## src/rtl/alu_pkg.sv

```systemverilog
// Shared opcode constants and FSM state type for the pipelined ALU.
package alu_pkg;

    localparam logic [3:0] FN_ADD  = 4'd0;
    localparam logic [3:0] FN_SUB  = 4'd1;
    localparam logic [3:0] FN_AND  = 4'd2;
    localparam logic [3:0] FN_OR   = 4'd3;
    localparam logic [3:0] FN_XOR  = 4'd4;
    localparam logic [3:0] FN_NOR  = 4'd5;
    localparam logic [3:0] FN_SLL  = 4'd6;
    localparam logic [3:0] FN_SRL  = 4'd7;
    localparam logic [3:0] FN_SRA  = 4'd8;
    localparam logic [3:0] FN_SLT  = 4'd9;
    localparam logic [3:0] FN_SLTU = 4'd10;
    localparam logic [3:0] FN_MUL  = 4'd11;
    localparam logic [3:0] FN_DIVU = 4'd12;
    localparam logic [3:0] FN_REMU = 4'd13;

    typedef enum logic [1:0] {
        ST_IDLE = 2'd0,
        ST_BUSY = 2'd1,
        ST_HOLD = 2'd2
    } state_t;

    function automatic logic is_iter(input logic [3:0] f);
        return (f == FN_MUL) || (f == FN_DIVU) || (f == FN_REMU);
    endfunction

endpackage

```

## src/rtl/alu_muldiv.sv

```systemverilog
// Iterative shift-add multiply and restoring divide, one bit per cycle.
// done pulses for one cycle after exactly WIDTH iterations.
module alu_muldiv
    import alu_pkg::*;
#(
    parameter int WIDTH = 32
) (
    input  logic             clk,
    input  logic             rst,
    input  logic             start,
    input  logic [3:0]       func,
    input  logic [WIDTH-1:0] a,
    input  logic [WIDTH-1:0] b,
    output logic             done,
    output logic [WIDTH-1:0] result
);
    localparam int SHW = $clog2(WIDTH);
    localparam logic [SHW-1:0] LAST = SHW'(WIDTH - 1);

    logic             busy_reg, done_reg;
    logic [SHW-1:0]   cnt_reg;
    logic [3:0]       func_reg;
    // acc: product accumulator or partial remainder; x: multiplicand or dividend/quotient
    logic [WIDTH-1:0] acc_reg, x_reg, y_reg;
    logic [WIDTH-1:0] acc_next, x_next, y_next;
    logic [WIDTH:0]   rem_sh, diff;

    assign rem_sh = {acc_reg, x_reg[WIDTH-1]};
    assign diff   = rem_sh - {1'b0, y_reg};

    always_comb begin
        acc_next = acc_reg;
        x_next   = x_reg;
        y_next   = y_reg;
        if (func_reg == FN_MUL) begin
            acc_next = y_reg[0] ? (acc_reg + x_reg) : acc_reg;
            x_next   = x_reg << 1;
            y_next   = y_reg >> 1;
        end else if (!diff[WIDTH]) begin
            acc_next = diff[WIDTH-1:0];
            x_next   = {x_reg[WIDTH-2:0], 1'b1};
        end else begin
            acc_next = rem_sh[WIDTH-1:0];
            x_next   = {x_reg[WIDTH-2:0], 1'b0};
        end
    end

    always_ff @(posedge clk or posedge rst) begin
        if (rst) begin
            busy_reg <= 1'b0;
            done_reg <= 1'b0;
            cnt_reg  <= '0;
            func_reg <= FN_MUL;
            acc_reg  <= '0;
            x_reg    <= '0;
            y_reg    <= '0;
        end else begin
            done_reg <= 1'b0;
            if (start) begin
                busy_reg <= 1'b1;
                cnt_reg  <= '0;
                func_reg <= func;
                acc_reg  <= '0;
                x_reg    <= a;
                y_reg    <= b;
            end else if (busy_reg) begin
                acc_reg <= acc_next;
                x_reg   <= x_next;
                y_reg   <= y_next;
                cnt_reg <= cnt_reg + 1'b1;
                if (cnt_reg == LAST) begin
                    busy_reg <= 1'b0;
                    done_reg <= 1'b1;
                end
            end
        end
    end

    assign done   = done_reg;
    assign result = (func_reg == FN_DIVU) ? x_reg : acc_reg;

endmodule

```

## src/rtl/alu_pipe.sv

```systemverilog
// Handshaked ALU: single-cycle ops go straight to the result register,
// MUL/DIVU/REMU run through alu_muldiv for WIDTH cycles.
module alu_pipe
    import alu_pkg::*;
#(
    parameter  int WIDTH = 32,
    localparam int SHW   = $clog2(WIDTH)
) (
    input  logic             clk,
    input  logic             rst,
    input  logic             in_valid,
    output logic             in_ready,
    input  logic [WIDTH-1:0] i1,
    input  logic [WIDTH-1:0] i2,
    input  logic [SHW-1:0]   shamt,
    input  logic [3:0]       func,
    output logic             out_valid,
    input  logic             out_ready,
    output logic [WIDTH-1:0] o,
    output logic             zero,
    output logic             ovf,
    output logic             err
);
    state_t           state_reg, state_next;
    logic [WIDTH-1:0] o_reg;
    logic             zero_reg, ovf_reg, err_reg;
    logic             accept, iter, md_done;
    logic [WIDTH-1:0] md_result, sum, dif, alu_o;
    logic             alu_ovf, alu_err;

    assign iter      = is_iter(func);
    assign in_ready  = (state_reg == ST_IDLE) || ((state_reg == ST_HOLD) && out_ready);
    assign out_valid = (state_reg == ST_HOLD);
    assign accept    = in_valid && in_ready;
    assign sum       = i1 + i2;
    assign dif       = i1 - i2;

    always_comb begin
        alu_o   = '0;
        alu_ovf = 1'b0;
        alu_err = 1'b0;
        case (func)
            FN_ADD: begin
                alu_o   = sum;
                alu_ovf = (i1[WIDTH-1] == i2[WIDTH-1]) && (sum[WIDTH-1] != i1[WIDTH-1]);
            end
            FN_SUB: begin
                alu_o   = dif;
                alu_ovf = (i1[WIDTH-1] != i2[WIDTH-1]) && (dif[WIDTH-1] != i1[WIDTH-1]);
            end
            FN_AND:  alu_o = i1 & i2;
            FN_OR:   alu_o = i1 | i2;
            FN_XOR:  alu_o = i1 ^ i2;
            FN_NOR:  alu_o = ~(i1 | i2);
            FN_SLL:  alu_o = i1 << shamt;
            FN_SRL:  alu_o = i1 >> shamt;
            FN_SRA:  alu_o = $signed(i1) >>> shamt;
            FN_SLT:  alu_o = {{(WIDTH-1){1'b0}}, $signed(i1) < $signed(i2)};
            FN_SLTU: alu_o = {{(WIDTH-1){1'b0}}, i1 < i2};
            FN_MUL, FN_DIVU, FN_REMU: alu_o = '0;
            default: alu_err = 1'b1;
        endcase
    end

    always_comb begin
        state_next = state_reg;
        case (state_reg)
            ST_IDLE: if (accept) state_next = iter ? ST_BUSY : ST_HOLD;
            ST_BUSY: if (md_done) state_next = ST_HOLD;
            ST_HOLD: begin
                if (accept)         state_next = iter ? ST_BUSY : ST_HOLD;
                else if (out_ready) state_next = ST_IDLE;
            end
            default: state_next = ST_IDLE;
        endcase
    end

    always_ff @(posedge clk or posedge rst) begin
        if (rst) begin
            state_reg <= ST_IDLE;
            o_reg     <= '0;
            zero_reg  <= 1'b0;
            ovf_reg   <= 1'b0;
            err_reg   <= 1'b0;
        end else begin
            state_reg <= state_next;
            if (accept && !iter) begin
                o_reg    <= alu_o;
                zero_reg <= (alu_o == '0);
                ovf_reg  <= alu_ovf;
                err_reg  <= alu_err;
            end else if ((state_reg == ST_BUSY) && md_done) begin
                o_reg    <= md_result;
                zero_reg <= (md_result == '0);
                ovf_reg  <= 1'b0;
                err_reg  <= 1'b0;
            end
        end
    end

    alu_muldiv #(.WIDTH(WIDTH)) u_muldiv (
        .clk    (clk),
        .rst    (rst),
        .start  (accept && iter),
        .func   (func),
        .a      (i1),
        .b      (i2),
        .done   (md_done),
        .result (md_result)
    );

    assign o    = o_reg;
    assign zero = zero_reg;
    assign ovf  = ovf_reg;
    assign err  = err_reg;

endmodule
```

## config.mk

```make
export PLATFORM = sky130hd
export DESIGN_NAME = alu_pipe
export DESIGN_NICKNAME = d
export VERILOG_FILES = /design/src/rtl/alu_pkg.sv /design/src/rtl/alu_muldiv.sv /design/src/rtl/alu_pipe.sv
export SDC_FILE = /design/constraint.sdc
export NUM_CORES = 1
export LEC_CHECK = 0
export BUFFER_PORTS_ARGS = -buffer_cell sky130_fd_sc_hd__buf_2
export CORE_UTILIZATION = 34
export DETAILED_ROUTE_END_ITERATION = 10
export PLACE_DENSITY = 0.55
export SETUP_SLACK_MARGIN = 0.4
export SLEW_MARGIN = 30
export SYNTH_ARGS = -nofsm -noshare
export SYNTH_HDL_FRONTEND = slang
export SYNTH_SLANG_ARGS = --single-unit
```

## constraint.sdc

```tcl
create_clock -name clk -period 4.35 [get_ports clk]
set_input_delay 0.2175 -clock clk [delete_from_list [all_inputs] [get_ports clk]]
set_output_delay 0.2175 -clock clk [all_outputs]
set_load 0.02 [all_outputs]
```

======== Word-level counts from Yosys, hierarchy flattened ========
Cells that the tools add are included.
word-level totals
  bits of input ports ..................... 77
  register bits after elaboration ......... 144
operators by class
  bitwise operators ....................... 4
  $lt $le $gt $ge ......................... 2
  equality and inequality tests ........... 26
  mux-type cells .......................... 37
  add/subtract/negate cells ............... 5
  reduce and logical (&&, ||, !) cells .... 22
  shifts and indexed selects .............. 3
operator list
  kind                  count
  $mux W32              13
  $pmux W32 S11         1
  $add A32 B32 Y32      2
  $logic_not A32 Y1     2
  $lt A32 B32 Y1        2
  $sub A33 B32 Y33      1
  $and A32 B32 Y32      1
  $eq A4 B4 Y1 const B  8
  $not A32 Y32          1
  $or A32 B32 Y32       1
  $shl A32 B5 Y32       1
  $shr A32 B5 Y32       1
  $sshr A32 B5 Y32      1
  $sub A32 B32 Y32      1
  $xor A32 B32 Y32      1
  $eq A4 B3 Y1 const B  4
  $mux W1               14
  $reduce_or A14 Y1     1
  $mux W2               5
  $mux W5               2
  $eq A4 B2 Y1 const B  2
  $logic_and A1 B1 Y1   7
  $ne A3 B1 Y1 const B  2
  $pmux W2 S3           1
  other kinds (17)      24

======== Logic depth before layout (Yosys ltp) ========
  depth after elaboration ................. 7
  depth in mapped cells ................... 17
  mapped depth without buffers ............ 16

======== Cells and area by module ========
From an unflattened synthesis, not the netlist that was laid out.
second synthesis, totals
  cell total of the unflattened synthesis .. 2725
  area, all modules ....................... 21546.9 um^2
modules (own cells, without submodules)
  module      area each (um^2)  times used  cells each  seq. area each (um^2)
  alu_pipe    12492.0           1           1667        925.9
  alu_muldiv  9054.9            1           1058        2681.3

======== Worst setup path before layout ========
Ideal clock, no wire load.
  path type ............................... register to register
  start ................................... register u_muldiv.x_reg[31]
  end ..................................... register u_muldiv.acc_reg[1]
  cell stages (with the launch flop) ...... 17
  setup slack ............................. 0.373 ns
  setup time .............................. 0.134 ns
  data arrival time ....................... 3.843 ns
  data required time ...................... 4.216 ns
  clock period less this slack ............ 3.977 ns
  cell sequence ........................... dfrtp_1 > inv_1 > ha_1 > inv_1 > fa_1 > a21oi_1 > nor2b_1 > a311oi_1 > a22oi_1 > a21oi_1 > o21ai_0 > a311oi_1 > xnor2_1 > clkbuf_1 > clkbuf_1 > mux2i_1 > o21ai_0
between the ends
  word-level cells in the longest chain between the ends .. 5
ends and longest elaborated chain
  item                    line              text
  start, declared         alu_muldiv.sv:24  logic [WIDTH-1:0] acc_reg, x_reg, y_reg;
  start signal, assigned  alu_muldiv.sv:68  x_reg <= x_next;
  $sub A33 B32 Y33        alu_muldiv.sv:29  assign diff = rem_sh - {1'b0, y_reg};
  $mux W32                alu_muldiv.sv:39  end else if (!diff[WIDTH]) begin
  $mux W32                alu_muldiv.sv:35  if (func_reg == FN_MUL) begin
  $mux W32                alu_muldiv.sv:66  end else if (busy_reg) begin
  $mux W32                alu_muldiv.sv:59  if (start) begin
  end signal, assigned    alu_muldiv.sv:67  acc_reg <= acc_next;
  end, declared           alu_muldiv.sv:24
No other way between the ends. The select of a mux whose other input is x is not followed.
A chain may end at the register's enable or synchronous reset.

======== Worst setup path in the final report ========
  start ................................... register u_muldiv.x_reg[31]
  end ..................................... register u_muldiv.acc_reg[4]
Same word-level chain as after synthesis.

==> impl_metrics.prom <==
# TYPE chip_impl_metric gauge
chip_impl_info{name="result_of_the_run",value="finished clean"} 1
chip_impl_info{name="cts_root_buffer",value="sky130_fd_sc_hd__clkbuf_16"} 1
chip_impl_metric{name="vias",unit=""} 22900
chip_impl_metric{name="final_number_of_max_transition_violations",unit=""} 0
chip_impl_metric{name="post-place-cells",unit=""} 3599
chip_impl_metric{name="leakage",unit="nW"} 10.6
chip_impl_metric{name="dpl_ws",unit="ps"} 46.7
chip_impl_metric{name="share_of_power_burned_in_the_clock_network",unit="%"} 10.9
chip_impl_metric{name="synthesis_to_layout_area_growth",unit="%"} 16.2
chip_impl_metric{name="clk-insertion-delay-late",unit="ps"} 460
chip_impl_info{name="crit_path_top_delay_cell",value="sky130_fd_sc_hd__dfrtp_1"} 1
chip_impl_metric{name="max_stage_delay",unit="ps"} 400
chip_impl_metric{name="combPwrFrac",unit="%"} 71.0
chip_impl_metric{name="maxClockFrequency",unit="MHz"} 264
chip_impl_metric{name="critical_path.n_buffers_inverters",unit=""} 6
chip_impl_metric{name="port_buffer_count",unit=""} 113
chip_impl_metric{name="cp.required",unit="ps"} 4700
chip_impl_info{name="type_of_element_capturing_the_critical_path",value="register"} 1
chip_impl_metric{name="fin_ws",unit="ps"} 561
chip_impl_metric{name="final_layout_size_suffix_gt1_share",unit="%"} 18.2
chip_impl_metric{name="seq_area_frac_synth",unit="%"} 17.3
chip_impl_metric{name="die_w",unit="um"} 250
chip_impl_info{name="hold_path_class",value="input pin to register"} 1
chip_impl_info{name="path_class",value="register to register"} 1
chip_impl_info{name="clock_tree_from_tritoncts",value="yes"} 1
chip_impl_metric{name="post_synth_instance_area",unit="um2"} 20800
chip_impl_metric{name="setup_viol",unit=""} 0
chip_impl_metric{name="switching_power_share_of_the_total",unit="%"} 49.9
chip_impl_metric{name="gp_routability_congestion",unit=""} 1.01
chip_impl_metric{name="overflow",unit=""} 0
chip_impl_metric{name="fp.coreArea",unit="um2"} 60500
chip_impl_metric{name="clockBufferDepth",unit=""} 2
chip_impl_metric{name="drt_first_iter_violations",unit=""} 2261
chip_impl_metric{name="antenna_left",unit=""} 0
chip_impl_info{name="hold_start",value="out_ready"} 1
chip_impl_metric{name="maxCapViolations",unit=""} 0
chip_impl_metric{name="core.rowCount",unit=""} 90
chip_impl_metric{name="grt_start_max_net_pins",unit=""} 132
chip_impl_metric{name="timing.hold.ws",unit="ps"} 64.2
chip_impl_metric{name="async_s_r_ff_share_synth",unit="%"} 100
chip_impl_info{name="start_point_of_the_critical_path",value="u_muldiv.x_reg[31]"} 1
chip_impl_metric{name="grt_pass1_wl",unit="mm"} 149
chip_impl_metric{name="hpwlAfterDp",unit="mm"} 80.5
chip_impl_metric{name="number_of_antenna_violations_at_the_first_check_in_global_routing",unit=""} 3
chip_impl_metric{name="drc",unit=""} 0
chip_impl_info{name="start_kind",value="register"} 1
chip_impl_info{name="setup_repair_after_global_routing_missed_its_margin",value="false"} 1
chip_impl_metric{name="fp.dieArea",unit="um2"} 62300
chip_impl_info{name="dominantRegCellSynth",value="sky130_fd_sc_hd__dfrtp_1"} 1
chip_impl_metric{name="max_slew.worst_pin.slew",unit="ps"} 1020
chip_impl_info{name="cp_top_family",value="compound AO/OA/AOI/OAI gates"} 1
chip_impl_metric{name="grt_pass1_vias",unit=""} 22100
chip_impl_metric{name="cts_made_buffers",unit=""} 17
chip_impl_metric{name="crit_fanout",unit=""} 8
chip_impl_info{name="crit_path_cell_trace",value="inv_2, ha_4, inv_1, fa_2, a21oi_2, nor2b_2, a311oi_2, a22oi_2, a21oi_2, buf_6, o21ai_2, a311oi_2, buf_4, xnor2_4, buf_12, buf_16, mux2i_1, a21oi_1, a22o_1"} 1
chip_impl_metric{name="synthDistinctLibCells",unit=""} 96
chip_impl_metric{name="yosys_warnings",unit=""} 0
chip_impl_metric{name="num-fill-cells",unit=""} 6195
chip_impl_metric{name="min_period_over_period",unit="%"} 87.1
chip_impl_metric{name="synthesis.area_per_instance",unit="um2"} 7.75
chip_impl_metric{name="ys_ff_latch",unit=""} 144
chip_impl_metric{name="routedWlPerCell",unit="um"} 27.7
chip_impl_metric{name="arrival",unit="ps"} 4140
chip_impl_metric{name="ios",unit=""} 114
chip_impl_metric{name="hold_viol",unit=""} 0
chip_impl_metric{name="initial_util",unit="%"} 34.5
chip_impl_metric{name="internal-power",unit="mW"} 7.35
chip_impl_metric{name="final_nets",unit=""} 3093
chip_impl_metric{name="finalWorstPathRequiredPeriod",unit="ps"} 3790
chip_impl_metric{name="synth-edff-count",unit=""} 0
chip_impl_metric{name="regToRegSetupSlack",unit="ps"} 560
chip_impl_metric{name="max-slew-margin-rel",unit="%"} 31.9
chip_impl_metric{name="floorplan.die.height",unit="um"} 250
chip_impl_metric{name="final_cell_count_no_fill",unit=""} 3641
chip_impl_metric{name="synthesis.instances",unit=""} 2689
chip_impl_metric{name="finalWirelength",unit="mm"} 101
chip_impl_metric{name="seqPwrFrac",unit="%"} 18.0
chip_impl_metric{name="clk_transition_reported_paths",unit="ps"} 70
chip_impl_metric{name="drt_pass1_iterations",unit=""} 8
chip_impl_metric{name="numClockSinks",unit=""} 144
chip_impl_metric{name="grt_use_total",unit="%"} 31.8
chip_impl_metric{name="vdd_ir_drop_max",unit="V"} 0.000496
chip_impl_metric{name="synth.net_count",unit=""} 2938
chip_impl_metric{name="switchingPower",unit="mW"} 7.31
chip_impl_metric{name="fin_total_pwr",unit="mW"} 14.7
chip_impl_metric{name="power_density",unit="nW/um2"} 605
chip_impl_metric{name="finClkSkew",unit="ps"} 8.68
chip_impl_metric{name="htree_num_levels",unit=""} 4
chip_impl_info{name="worst_r2r_startpoint",value="u_muldiv.x_reg[31]"} 1
chip_impl_metric{name="avgViaCountPerCell",unit=""} 6.28
==> placed cells by master (no fill, tap or decap), types with 17 or more instances in the layout <==
| cell type | Yosys | routed |
|---|---|---|
| sky130_fd_sc_hd__a211oi_1 | 51 | 48 |
| sky130_fd_sc_hd__a21o_1 | 41 | 40 |
| sky130_fd_sc_hd__a21oi_1 | 196 | 193 |
| sky130_fd_sc_hd__a221oi_1 | 35 | 35 |
| sky130_fd_sc_hd__a22oi_1 | 26 | 25 |
| sky130_fd_sc_hd__a31oi_1 | 19 | 19 |
| sky130_fd_sc_hd__buf_2 | 39 | 110 |
| sky130_fd_sc_hd__buf_4 | 9 | 223 |
| sky130_fd_sc_hd__clkbuf_16 | 0 | 17 |
| sky130_fd_sc_hd__dfrtp_1 | 141 | 140 |
| sky130_fd_sc_hd__ha_1 | 168 | 167 |
| sky130_fd_sc_hd__inv_1 | 153 | 151 |
| sky130_fd_sc_hd__mux2_2 | 24 | 24 |
| sky130_fd_sc_hd__mux2i_1 | 149 | 149 |
| sky130_fd_sc_hd__mux4_2 | 51 | 51 |
| sky130_fd_sc_hd__nand2_1 | 275 | 275 |
| sky130_fd_sc_hd__nand2b_1 | 28 | 28 |
| sky130_fd_sc_hd__nand3_1 | 45 | 45 |
| sky130_fd_sc_hd__nand4_1 | 33 | 33 |
| sky130_fd_sc_hd__nor2_1 | 217 | 216 |
| sky130_fd_sc_hd__nor2b_1 | 26 | 24 |
| sky130_fd_sc_hd__nor3_1 | 44 | 42 |
| sky130_fd_sc_hd__nor4_1 | 21 | 18 |
| sky130_fd_sc_hd__o211ai_1 | 33 | 33 |
| sky130_fd_sc_hd__o21a_1 | 34 | 34 |
| sky130_fd_sc_hd__o21ai_0 | 241 | 237 |
| sky130_fd_sc_hd__o221ai_1 | 32 | 32 |
| sky130_fd_sc_hd__o22ai_1 | 22 | 22 |
| sky130_fd_sc_hd__o31ai_1 | 23 | 23 |
| sky130_fd_sc_hd__xnor2_1 | 46 | 45 |
| sky130_fd_sc_hd__xor2_1 | 23 | 23 |
==> stage by stage <==
step                instance area [um2]  utilization, %  TNS, ps
floorplan                         20800               -        0
global placement                  23400            38.6    -45.0
detailed placement                23400            38.6        0
CTS                               24100            39.9        0
global route                      24200            40.1        0
finish                            24200            40.1        0
==> worst paths after layout <==
path | to | depth (start not counted)
hold / removal | state_reg[1] | 3
max in group asynchronous | u_muldiv.func_reg[1] | 4
hold reg to reg | o[7] | 1
setup reg to reg | u_muldiv.acc_reg[4] | 19
min in group asynchronous | u_muldiv.y_reg[27] | 3
setup / recovery | u_muldiv.acc_reg[4] | 19
==> kinds of logic (layout without fill, tap and decap cells) <==
kind of cell / Yosys count / in the layout / share of synthesized area, %
AO/OA/AOI/OAI: 922 / 922 / 29.3
AND/OR/NAND/NOR: 783 / 783 / 17.6
buffers and inverters: 366 / 534 / 7.26
multiplexers: 233 / 233 / 15.1
adder cells (fa/ha/maj): 172 / 172 / 10.5
flip-flops: 144 / 144 / 17.3
XOR/XNOR: 69 / 69 / 2.90
other: 0 / 2 / 0
==> cells in the mapped netlist (35+ instances only) <==
master / instances / area share (%)
sky130_fd_sc_hd__a211oi_1: 51 / 1.8
sky130_fd_sc_hd__a21o_1: 41 / 1.5
sky130_fd_sc_hd__a21oi_1: 196 / 4.7
sky130_fd_sc_hd__a221oi_1: 35 / 1.5
sky130_fd_sc_hd__buf_2: 39 / 0.94
sky130_fd_sc_hd__clkbuf_1: 141 / 2.5
sky130_fd_sc_hd__dfrtp_1: 141 / 17
sky130_fd_sc_hd__ha_1: 168 / 10
sky130_fd_sc_hd__inv_1: 153 / 2.8
sky130_fd_sc_hd__mux2i_1: 149 / 7.2
sky130_fd_sc_hd__mux4_2: 51 / 5.5
sky130_fd_sc_hd__nand2_1: 275 / 5.0
sky130_fd_sc_hd__nand3_1: 45 / 1.1
sky130_fd_sc_hd__nor2_1: 217 / 3.9
sky130_fd_sc_hd__nor3_1: 44 / 1.1
sky130_fd_sc_hd__o21ai_0: 241 / 5.8
sky130_fd_sc_hd__xnor2_1: 46 / 1.9
==> layer usage <==
layer | track usage [%] | part of all wire [%] | up-vias
li1 | - | - | 10400
met1 | 43.1 | 44 | 11400
met2 | 52.3 | 46 | 952
met3 | 3.09 | 5.7 | 155
met4 | 11.5 | 3.7 | 0
met5 | 0 | 0 | -
==> layout make-up <==
cell class / count / area (um2) / area share, %
Clock buffer: 17 / 425 / 1.76
Timing Repair Buffer: 348 / 2520 / 10.4
Antenna cell: 2 / 5.00 / 0.0207
Tap cell: 782 / 978 / 4.04
Multi-Input combinational cell: 2179 / 15900 / 65.6
Clock inverter: 15 / 201 / 0.832
Sequential cell: 144 / 3610 / 14.9
Inverter: 154 / 582 / 2.40
==> worst reg2reg max path: cells and delay by family (launching register included) <==
family | cells | cell delay (ps)
muxes | 1 | 200
DFF | 1 | 400
AOI/OAI and AO/OA | 8 | 1510
and+or+nand+nor | 1 | 80
xor gates and xnor gates | 1 | 170
adders and majority gates | 2 | 510
buffers and inverters | 6 | 800
==> power by group through the flow <==
stage          Sequential (mW)  Combinational (mW)  Clock (mW)
2_1_floorplan             2.63                6.77           0
3_5_place_dp              2.63                9.58           0
5_1_grt                   2.72                11.3        1.68
4_1_cts                   2.62                10.1        1.63
6_report                  2.64                10.4        1.60
3_3_place_gp              2.62                9.41           0
==> timing repair <==
item / CTS / global route
setup buffers: 1 / 3
pin swaps: 2 / 6
hold buffers: 1 / 0
resized for setup: 5 / 22
cloned: 2 / 0
setup endpoints to repair: 33 / 34
hold endpoints to repair: 39 / 0
No activity file was read; power rests on OpenSTA's default activity.
